### src/rtl/seven_seg_scanner.sv
// Time-multiplexed seven-segment scanner: per-digit slot with a leading anode-off
// guard, a slot-start snapshot of the digit, and fully registered outputs.

package seven_seg_pkg;
    typedef struct packed {
        logic [3:0] nib;
        logic       dp;
        logic       blank;
    } slot_t;

    typedef enum logic {GUARD, SHOW} phase_t;
endpackage

// Per-digit lane: folds the forced blank and leading-zero blanking into one flag.
module seven_seg_lane
    import seven_seg_pkg::*;
#(
    parameter int K      = 0,
    parameter bit LZB_EN = 1'b0
) (
    input  logic [3:0] nib,
    input  logic       dp_req,
    input  logic       blank_req,
    input  logic       lead_zero,
    output slot_t      slot
);
    logic lzb;

    // A requested dp keeps an otherwise-leading zero visible.
    assign lzb  = LZB_EN && (K > 0) && lead_zero && !dp_req;
    assign slot = '{nib: nib, dp: dp_req, blank: blank_req | lzb};
endmodule

// Active-high {a..g} decode; 10-15 fall back to a dash unless hex is enabled.
module seven_seg_decode #(
    parameter bit HEX_MODE = 1'b0
) (
    input  logic [3:0] nib,
    output logic [6:0] seg
);
    always_comb begin
        seg = 7'b0000001;
        case (nib)
            4'h0: seg = 7'b1111110;
            4'h1: seg = 7'b0110000;
            4'h2: seg = 7'b1101101;
            4'h3: seg = 7'b1111001;
            4'h4: seg = 7'b0110011;
            4'h5: seg = 7'b1011011;
            4'h6: seg = 7'b1011111;
            4'h7: seg = 7'b1110000;
            4'h8: seg = 7'b1111111;
            4'h9: seg = 7'b1111011;
            4'ha: if (HEX_MODE) seg = 7'b1110111;
            4'hb: if (HEX_MODE) seg = 7'b0011111;
            4'hc: if (HEX_MODE) seg = 7'b1001110;
            4'hd: if (HEX_MODE) seg = 7'b0111101;
            4'he: if (HEX_MODE) seg = 7'b1001111;
            4'hf: if (HEX_MODE) seg = 7'b1000111;
            default: seg = 7'b0000001;
        endcase
    end
endmodule

module seven_seg_scanner
    import seven_seg_pkg::*;
#(
    parameter int NUM_DIGITS     = 4,
    parameter int SCAN_DIV       = 50000,
    parameter int BLANK_CYCLES   = 2,
    parameter int HEX_MODE       = 0,
    parameter int LZB_EN         = 0,
    parameter int SEG_ACTIVE_LOW = 1,
    parameter int AN_ACTIVE_LOW  = 1
) (
    input  logic                    clk,
    input  logic                    reset,
    input  logic                    enable,
    input  logic [4*NUM_DIGITS-1:0] digitsIn,
    input  logic [NUM_DIGITS-1:0]   dpIn,
    input  logic [NUM_DIGITS-1:0]   blankIn,
    output logic [6:0]              segments,
    output logic                    dp,
    output logic [NUM_DIGITS-1:0]   anodes,
    output logic [2:0]              digitIdx,
    output logic                    frameStart
);
    localparam int IW = (NUM_DIGITS > 1) ? $clog2(NUM_DIGITS) : 1;
    localparam int CW = (SCAN_DIV > 1) ? $clog2(SCAN_DIV) : 1;

    localparam logic [CW-1:0]         CNT_MAX = CW'(SCAN_DIV - 1);
    localparam logic [CW-1:0]         BC      = CW'(BLANK_CYCLES);
    localparam logic [IW-1:0]         IDX_MAX = IW'(NUM_DIGITS - 1);
    localparam logic [6:0]            SEG_OFF = (SEG_ACTIVE_LOW != 0) ? 7'h7f : 7'h00;
    localparam logic                  DP_OFF  = (SEG_ACTIVE_LOW != 0);
    localparam logic [NUM_DIGITS-1:0] AN_OFF  = (AN_ACTIVE_LOW != 0) ? {NUM_DIGITS{1'b1}} : '0;

    logic [CW-1:0]                 cnt;
    logic [IW-1:0]                 idx;
    logic [NUM_DIGITS-1:0][3:0]    dig;
    logic [NUM_DIGITS:0]           lead_zero;
    slot_t [NUM_DIGITS-1:0]        lane;
    slot_t                         snap, cur;
    phase_t                        phase;
    logic                          first_show;
    logic [6:0]                    dec;
    logic [6:0]                    seg_n;
    logic                          dp_n;
    logic [NUM_DIGITS-1:0]         an_n;

    assign dig                   = digitsIn;
    assign lead_zero[NUM_DIGITS] = 1'b1;

    // lead_zero[k]: digit k and every more-significant digit are zero.
    for (genvar k = 0; k < NUM_DIGITS; k++) begin : g_lane
        assign lead_zero[k] = lead_zero[k+1] && (dig[k] == 4'd0);

        seven_seg_lane #(
            .K     (k),
            .LZB_EN(LZB_EN != 0)
        ) u_lane (
            .nib      (dig[k]),
            .dp_req   (dpIn[k]),
            .blank_req(blankIn[k]),
            .lead_zero(lead_zero[k]),
            .slot     (lane[k])
        );
    end

    if (BLANK_CYCLES == 0) begin : g_noguard
        assign phase = SHOW;
    end else begin : g_guard
        assign phase = (cnt < BC) ? GUARD : SHOW;
    end

    // First SHOW clock displays the live digit and latches it for the rest of the slot.
    assign first_show = (cnt == BC);
    assign cur        = first_show ? lane[idx] : snap;

    seven_seg_decode #(.HEX_MODE(HEX_MODE != 0)) u_dec (
        .nib(cur.nib),
        .seg(dec)
    );

    always_comb begin
        seg_n = 7'h00;
        dp_n  = 1'b0;
        an_n  = '0;
        if (phase == SHOW) begin
            an_n[idx] = 1'b1;
            if (!cur.blank) begin
                seg_n = dec;
                dp_n  = cur.dp;
            end
        end
    end

    always_ff @(posedge clk) begin
        if (reset || !enable) begin
            cnt        <= '0;
            idx        <= '0;
            snap       <= '0;
            segments   <= SEG_OFF;
            dp         <= DP_OFF;
            anodes     <= AN_OFF;
            digitIdx   <= 3'd0;
            frameStart <= 1'b0;
        end else begin
            if (cnt == CNT_MAX) begin
                cnt <= '0;
                idx <= (idx == IDX_MAX) ? '0 : idx + 1'b1;
            end else begin
                cnt <= cnt + 1'b1;
            end
            if (first_show) snap <= lane[idx];
            segments   <= seg_n ^ SEG_OFF;
            dp         <= dp_n ^ DP_OFF;
            anodes     <= an_n ^ AN_OFF;
            digitIdx   <= 3'(idx);
            frameStart <= (cnt == '0) && (idx == '0);
        end
    end
endmodule

### config.mk
export PLATFORM = sky130hd
export DESIGN_NAME = seven_seg_scanner
export DESIGN_NICKNAME = d
export VERILOG_FILES = /design/src/rtl/seven_seg_scanner.sv
export SDC_FILE = /design/constraint.sdc
export NUM_CORES = 1
export LEC_CHECK = 0
export ABC_AREA = 1
export BUFFER_PORTS_ARGS = -buffer_cell sky130_fd_sc_hd__buf_2
export CAP_MARGIN = 15
export CELL_PAD_IN_SITES_DETAIL_PLACEMENT = 1
export CELL_PAD_IN_SITES_GLOBAL_PLACEMENT = 2
export CORE_MARGIN = 2
export CORE_UTILIZATION = 27
export CTS_CLUSTER_DIAMETER = 30
export DETAILED_ROUTE_END_ITERATION = 7
export PLACE_DENSITY_LB_ADDON = 0.1
export REMOVE_ABC_BUFFERS = 1
export SLEW_MARGIN = 0
export SYNTH_ARGS = -nofsm -noshare
export SYNTH_HDL_FRONTEND = slang
export SYNTH_SLANG_ARGS = --single-unit
### constraint.sdc
create_clock -name clk -period 1.6 [get_ports clk]
set_input_delay 0.32 -clock clk [delete_from_list [all_inputs] [get_ports clk]]
set_output_delay 0.32 -clock clk [all_outputs]
set_load 0.02 [all_outputs]
# Yosys cells after proc, flatten, opt, wreduce, memory -nomap -nowiden
# Cells that the tools add are included.
# word_totals
regBits	40
in_bits	27
out_inout_bits	16
wordCells	51
# classes
addsub	2
order_cmp	3
n_eq_ne	12
n_mux	12
n_bitwise	3
reduce_logical	8
# op_table
op	n
7-bit case mux with 10 select lines	1
16-bit by 1-bit adder with 16-bit output, second input constant	1
16-bit == test, second input constant	1
16-bit by 2-bit == test with 1-bit output, second input constant	1
4-bit by 3-bit == test with 1-bit output, second input constant	4
16-bit logical NOT	1
16-bit by 2-bit < comparator with 1-bit output, second input constant	1
7-bit 2-to-1 mux	2
6-bit binary-select mux with 2-bit select	1
6-bit 2-to-1 mux	2
4-bit by 2-bit == test with 1-bit output, second input constant	2
4-bit == test, second input constant	2
7-bit NOT	1
4-bit by 1-bit == test with 1-bit output, second input constant	1
4-bit logical NOT	1
4-bit 2-to-1 mux	1
4-bit NOT	1
2-bit by 3-bit < comparator with 1-bit output, second input constant	1
1-bit 2-to-1 mux	3
2-bit by 1-bit adder with 2-bit output, second input constant	1
1-bit demux with 2-bit select	1
2-bit == test, second input constant	1
2-bit by 1-bit greater-or-equal comparator with 1-bit output, second input constant	1
1-bit logical AND	2
other kinds (6)	6

# Logic depth before layout (Yosys ltp)
# Gate-level depths: netlist of the first run.
# depth
word_depth	8
depth_mapped	13
depth_no_buf	12

# By module
# Synthesis of the first run repeated with hierarchy kept, for this count alone.
# hier_totals
hier_cells	351
hier_area_um2	2418.6
# by_module_without_submodules
mod	n_inst	cells_each	area_per_inst_um2	seq_area_each_um2
seven_seg_scanner	1	295	2092.0	780.7
seven_seg_lane	4	6	45.0	0.0
seven_seg_decode	1	32	146.4	0.0

# Worst setup path after synthesis of the first run
# No wires, ideal clock.
# synth_path
kind	register to register
start	register cnt[0]
end	register segments[4]
setup_time_ps	122
arrival_time_ps	1495
t_required_ps	1478
path_slack_ps	-16
path_stages_with_launch	14
path_cell_list	dfxtp_1 inv_1 ha_1 nand2_2 nor2_8 nand2_4 buf_12 nand2_2 o21ai_2 nand2_2 nor2_2 o21ai_1 inv_2 o21ai_0
# synth_between
elab_chain_len	7
word_cells_on_any_way	17
classes_between	order compare (1); eq/ne (10); mux (4); bitwise (1); reduce/logical (1)
# synth_lines
item	line_no	rtl
from (decl)	98	logic [CW-1:0] cnt;
from (signal assigned)	173	cnt <= cnt + 1'b1;
16-bit by 2-bit == test with 1-bit output	137	assign first_show = (cnt == BC);
6-bit 2-to-1 mux	-	
4-bit == test, or another cell as far along	43	case (nib)
7-bit case mux with 10 select lines	43	
7-bit 2-to-1 mux	151	if (!cur.blank) begin
7-bit 2-to-1 mux *	149	if (phase == SHOW) begin
7-bit NOT (no source line) *	-	
to (signal assigned)	176	segments <= seg_n ^ SEG_OFF;
to (decl)	82	output logic [6:0] segments,
# Every way passes the cells marked *; elsewhere a longest branch is shown, timed or not.
# A chain may end at the register's enable or synchronous reset.

# Worst setup path after layout of the first run
# layout_path
start	register cnt[10]
end	register segments[1]
# Same word-level chain as after synthesis.

==> results.md, run 1 <==
* Final period utilization at between 90% and 100%
* Htree depth at 2
* Antenna violations before repair at 0
* Fin worst setup slack at 0.0212 ns
* Sw frac at a little over a quarter
* Combinational fraction of design power at 12.3%
* Crit path arrival time at 1.78 ns
* CORE AREA at 7730 sq um
* Max-slew violation count at 0
* Power share of the sequential group at roughly 52%
* Flip-flop and latch count after synthesis at 39
* P_leak at 1.48 nW
* DRC errors left at 0
* Die extent in y at 93.4 um
* Final instance area at around 3300 sq um
* CP Launch Type: flip-flop
* Dpl hpwl at about 4.9 mm
* Mapped Area at 2160 sq um
* Most common cell after layout, fill and taps aside: nand2_1
* Clk_lat worst skew at 0.30 ns
* Critical Path RT at 1.80 ns
* DR iter-0 viols at 45
* Final min period at around 1.6 ns
* CTS Hold Bufs at 0
* Status: completed
* Layout cells sized above 1 at 48.2%
* N_diodes at 0
* Clock slew at the register clock pins of the worst setup and hold paths at 0.08 ns
* Pre-CTS setup slack at -0.123 ns
* P per Cell Area at roughly 570 nW/um^2
* Placed instance area at ~2900 sq um
* Cell Chain, Critical Path: nor2_2 -> nand2_2 -> nor2_8 -> nand2_4 -> buf_12 -> nand2_2 -> nand2_4 -> nor2_4 -> nand3_2 -> nand3_1 -> nand2_1
* Clk pwr share at 35.7%
* Synth warnings at 0
* Die ar. at 8720 sq um
* RePlAce Congestion at 0.783
* Crit Path Max Fanout at 7
* Num CTS Buffers at 5
* Tot Pwr at 1.89 mW
* Die Wd at 93.4 um
* Synth unique cells at 32
* Util after Layout at 42.9%
* Final Setup Violations at 0
* Number of global-route vias before repair at around 2,300
* Ys flop type: dfxtp_1
* Global-route wire length before repair at 10.9 mm
* IO Pins at 43
* GRT overflow at 0
* Pin count of the biggest net entering global routing at 16
* Routed vias/inst at ~4.4
* Layout area overhead at 53.7%
* CP Buf/Inv Count at 1
* Residual antenna-violating net count after detailed routing at 0
* Worst setup EP type: flip-flop
* Max Cap Viol at 0
* Nets at 452
* RSZ-0062 raised after global routing: yes
* CTS max path bufs at 2
* Sequential-to-total area share from yosys stat at 36.2%
* Most frequent cells in the layout: nand2_1 (60), buf_4 (59), buf_2 (41)
* Via count at 2,303
* FFs w/ async S/R, synth at 0%
* Clk sink count at 39
* Avg WL per Cell at 12.7 um
* Row cnt at 32
* Net Sw Power at ~500 uW
* CP max stage cell: dfxtp_2
* Largest stage delay, worst path at roughly 0.33 ns
* HP Class: primary input to flip-flop
* Peak supply drop at 0.276 mV
* Post-synth EDFFs at 0
* Final Hold Fails at 0
* CTS tree: built
* Clock root cell: clkbuf_8
* Critical path type: flip-flop to flip-flop
* Top delay family on crit path: simple AND/OR/NAND/NOR gates
* Initial DRT Pass Iterations at 4
* Mapped Cells at 309
* Fmax at 0.633 GHz
* Port bufs at 41
* GRT Util Overall at 15.8%
* Power Internal at 1.38 mW
* Skew final at 0.0110 ns
* Starting Density at around 28%
* WL final at 6.62 mm
* Avg Inst Size Synth at approximately 7 sq um
[stage by stage]
stage | std cells | setup TNS [ns] | hold WS, ns
after floorplan | 302 | -0.309 | 0.430
after global placement | 503 | -0.380 | 0.499
after detailed placement | 503 | -0.657 | 0.510
after CTS | 516 | -0.0190 | 0.391
after global routing | 521 | -0.890 | 0.409
final | 521 | 0 | 0.399
[worst reg2reg max path, cell delays in order (launching register included)]
cell and delay [ns]:
dfxtp_2 0.33, nor2_2 0.12, nand2_2 0.11, nor2_8 0.17, nand2_4 0.10, buf_12 0.15
nand2_2 0.07, nand2_4 0.07, nor2_4 0.13, nand3_2 0.08, nand3_1 0.09, nand2_1 0.06
[routing by layer]
layer	vias to the layer above	share of wire [%]	GRT usage (%)
met2	36	46	25.3
met1	1066	49	21.7
met3	6	3.9	3.06
li1	1195	-	-
met4	0	1.1	4.04
met5	-	0	0
[power by group through the flow]
| stage | Combinational (mW) | Clock (mW) | Sequential (mW) |
|---|---|---|---|
| after floorplan | 0.0986 | 0 | 1.01 |
| after global placement | 0.203 | 0 | 1.00 |
| after detailed placement | 0.205 | 0 | 1.00 |
| after CTS | 0.217 | 0.701 | 0.983 |
| after global routing | 0.258 | 0.748 | 0.982 |
| final | 0.232 | 0.673 | 0.981 |
[cell families (layout without fill, tap and decap cells)]
kind of cell / after synthesis / in the layout / share of synthesized area [%]
fa+ha+maj: 7 / 7 / 4.06
flops: 39 / 39 / 36.2
xor+xnor: 1 / 1 / 0.406
buf+inv: 45 / 154 / 9.39
other cells: 1 / 1 / 0.174
compound gates: 31 / 31 / 8.12
simple gates: 185 / 186 / 41.7
[flip-flops by register name (all words and copies together) (netlist names)]
name,count
digitIdx,2
idx,2
frameStart,1
anodes,4
cnt,16
dp,1
segments,7
snap,6
[final cells by class]
cell class                 count  area, sq um
tap                          102          128
timing repair buffer         108          747
sequential                    39          798
inverter                      38          145
fill                         996         4410
multi-input combinational    226         1410
clock inverter                 2         12.5
clock buffer                   6         72.6
[final timing paths]
check	start	endpoint	slack [ns]	depth (start not counted)
max	cnt[10]	segments[1]	0.02	11
min	reset	anodes[1]	0.40	4
max reg2reg	cnt[10]	segments[1]	0.02	11
min reg2reg	snap[1]	snap[1]	0.53	2
[cell usage after synthesis, types with 2 or more instances]
| master | number | area (sq um) |
|---|---|---|
| nor3_1 | 5 | 25.0 |
| o21ai_0 | 12 | 60.1 |
| nand3_1 | 36 | 180 |
| nand2_2 | 14 | 87.6 |
| or2_2 | 3 | 18.8 |
| nand4_1 | 4 | 25.0 |
| dfxtp_1 | 39 | 781 |
| nor2_8 | 2 | 40.0 |
| nor3b_1 | 2 | 15.0 |
| buf_2 | 2 | 10.0 |
| inv_2 | 2 | 7.51 |
| inv_1 | 36 | 135 |
| o21ai_1 | 3 | 15.0 |
| a21oi_1 | 12 | 60.1 |
| nand2_4 | 3 | 33.8 |
| buf_4 | 4 | 30.0 |
| nor2_2 | 7 | 43.8 |
| ha_1 | 7 | 87.6 |
| nor2_1 | 35 | 131 |
| nand2_1 | 69 | 259 |
[timing repair]
action                                 in CTS  in global routing
endpoints found under the hold margin       0                  0
resized for setup                          35                 51
setup endpoints to repair                  10                 25
gates cloned                                1                  0
setup buffers                               4                  5
pin swaps                                  23                 23
Power figures use the tool's default switching activity.
==> run 2, diff against run 1 <==
Settings changed: PLACE_DENSITY set to 0.86, PLACE_DENSITY_LB_ADDON 0.1 to not set.
==> run 2 against run 1 <==
Net effect:
- the run now ends with setup timing left
- sequential share of layout area decreased by 1.5 points
- die area unchanged
- global-route usage increased by 1.0 points
- flip-flop and latch count unchanged
- utilization increased by 2.7 points
- clock-buffer cell count unchanged
- clock skew decreased by 0.0028 ns
- critical path type unchanged
==> results.md, run 2 (synthesis results as in run 1) <==
* Dpl hpwl at 4.99 mm (+2.6%)
* N_diodes at 0 (unchanged)
* Max reg flops at 16 (unchanged)
* Clock root cell: clkbuf_8
* Pre-CTS setup slack at -0.164 ns (-0.0413 ns)
* Most common cell after layout, fill and taps aside: buf_4
* Port bufs at 41 (unchanged)
* Tot Pwr at 2.02 mW (+7.3%)
* Hold WS at 0.440 ns (+0.0408 ns)
* Starting Density at 27.9% (unchanged)
* Fin worst setup slack at -0.127 ns (-0.148 ns)
* CP max stage cell: dfxtp_2
* Hold Startpoint: reset
* DR iter-0 viols at 90 (+100%)
* WL final at 8.12 mm (+23%)
* Antenna violations before repair at 0 (unchanged)
* Largest Register: cnt
* Peak supply drop at 0.276 mV (+0.23%)
* Headroom to the max-slew limit at 63.5%
* Skew final at 0.00825 ns (-0.00278 ns)
* Start point of the critical path: cnt[0]
* Via count at 2,458 (+6.7%)
* Final period utilization at 108% (+9.2 points)
* RePlAce Congestion at 0.742 (-5.2%)
* Register Area at 797 sq um (-0.16%)
* Nets at 453 (+0.22%)
* Cell Chain, Critical Path: inv_2 -> ha_4 -> nand2_4 -> nor2_8 -> buf_12 -> nand3_4 -> nand2_4 -> nand2_4 -> nor2_4 -> nor2_4 -> o21ai_2 -> nand2_1
* P per Cell Area at 574 nW/um^2 (+1.0%)
* Crit path arrival time at 1.93 ns (+0.15 ns)
* IO Pins at 43 (unchanged)
* GRT Util Overall at 16.8% (+1.0 points)
* Layout area overhead at 63.3%
* Layout cells sized above 1 at 53.6% (+5.4 points)
* Final min period at 1.73 ns (+0.148 ns)
* Pin count of the biggest net entering global routing at 14 (-2)
* GRT overflow at 0 (unchanged)
* Final TNS setup at -0.540 ns (-0.540 ns)
* Max Cap Viol at 0 (unchanged)
* Htree depth at 2 (unchanged)
* CP Buf/Inv Count at 2 (+1)
* RSZ-0062 raised after global routing: yes
* Final instance area at 3520 sq um (+6.3%)
* Fmax at 0.579 GHz (-8.6%)
* Clk sink count at 39 (unchanged)
* Critical Path RT at 1.80 ns (about the same)
* Status: finished with violations
* Failing checks: setup timing
* Top Registers: cnt (16), segments (7), snap (6)
* Routed vias/inst at 4.71 (+6.5%)
* RR Startpoint: cnt[0]
* Die extent in y at 93.4 um (unchanged)
* Avg WL per Cell at 15.6 um (+23%)
* Largest stage delay, worst path at 0.33 ns (about the same)
* Row cnt at 32 (unchanged)
* Die Wd at 93.4 um (unchanged)
* Most frequent cells in the layout: buf_4 (58), nand2_1 (55), buf_2 (41)
* Global-route wire length before repair at 11.6 mm (+6.8%)
* CORE AREA at 7730 sq um (unchanged)
* Residual antenna-violating net count after detailed routing at 0 (unchanged)
* Num CTS Buffers at 5 (unchanged)
* Critical path type: flip-flop to flip-flop
* Initial DRT Pass Iterations at 4 (unchanged)
* P_leak at 1.51 nW (+1.9%)
* Placed instance area at 2800 sq um (-2.6%)
* Die ar. at 8720 sq um (unchanged)
* Actual slew at the worst max-slew pin at 0.546 ns
* Multi-input gate area at 1590 sq um (+12%)
* HP Class: primary input to flip-flop
* Most frequent CP cell: nand2_4
* Max-slew violation count at 0 (unchanged)
* Final Hold Fails at 0 (unchanged)
* Worst setup EP type: flip-flop
* CTS max path bufs at 2 (unchanged)
* CTS tree: built
* DRC errors left at 0 (unchanged)
* CTS Hold Bufs at 0 (unchanged)
* Final Setup Violations at 8 (+8)
* Fill cell total of the finished layout at 943 (-5.3%)
* Top delay family on crit path: simple AND/OR/NAND/NOR gates
* Clock slew at the register clock pins of the worst setup and hold paths at 0.09 ns (about the same)
* Clk_lat worst skew at 0.31 ns (about the same)
* CP Launch Type: flip-flop
* Crit Path Max Fanout at 6 (-1)
* Number of global-route vias before repair at 2,525 (+8.2%)
## run 2: cell types whose count changed in the layout (fill, tap and decap cells not counted), moves of 3 or more
cell     before  now
nor3_2        0    4
nand2_8       0    3
nand2_1      60   55
nand2_2      15   18
nand3_4       1    4
nor2_4        7   13
nor3_1        5    1
o21ai_2       2    5
nand3_1      27   22
o21ai_1       7    3
nor2_2       12    7
## run 2: area by class of cell
| cell class | instances | share of cell area [%] |
|---|---|---|
| clock buffer | 6 | 2.34 |
| multi-input combinational | 226 | 45.0 |
| timing repair buffer | 109 | 21.7 |
| clock inverter | 2 | 0.461 |
| tap | 102 | 3.62 |
| sequential | 39 | 22.6 |
| inverter | 38 | 4.26 |
## run 2: stage by stage
stage	cells	utilization, %
floorplan	302	-
CTS	512	41.4
detailed placement	493	36.3
global placement	493	36.3
global route	522	45.6
finish	522	45.6
## run 2: tightest hold or removal path, cell delays in order
cell and delay (ns):
buf_2 0.08, nor2_1 0.12, nand2_4 0.14, a2111oi_2 0.05
## run 2: power by group
| group | switching [mW] | total, mW | internal (mW) | leakage [nW] |
|---|---|---|---|---|
| logic | 0.163 | 0.289 | 0.126 | 1.14 |
| clock network | 0.401 | 0.753 | 0.352 | 0.0474 |
| registers | 0.00477 | 0.982 | 0.977 | 0.321 |
## run 2: worst paths after layout
check | end | slack, ns | depth (start not counted)
max reg2reg | segments[0] | -0.13 | 12
min | cnt[9] | 0.44 | 4
min reg2reg | snap[1] | 0.57 | 2
max | segments[0] | -0.13 | 12
## run 2: what timing repair did
action	in CTS	in global routing
pin swaps	18	39
setup buffers	10	10
resized for setup	59	66
cloned	1	0
setup endpoints to repair	23	25
## run 2: metal layers
metal / GRT usage [%] / part of all wire (%) / vias to the layer above
met3: 2.66 / 3.4 / 14
met1: 18.7 / 42 / 1196
met5: 0 / 0 / -
met2: 32.0 / 53 / 49
li1: - / - / 1199
met4: 6.13 / 2.3 / 0
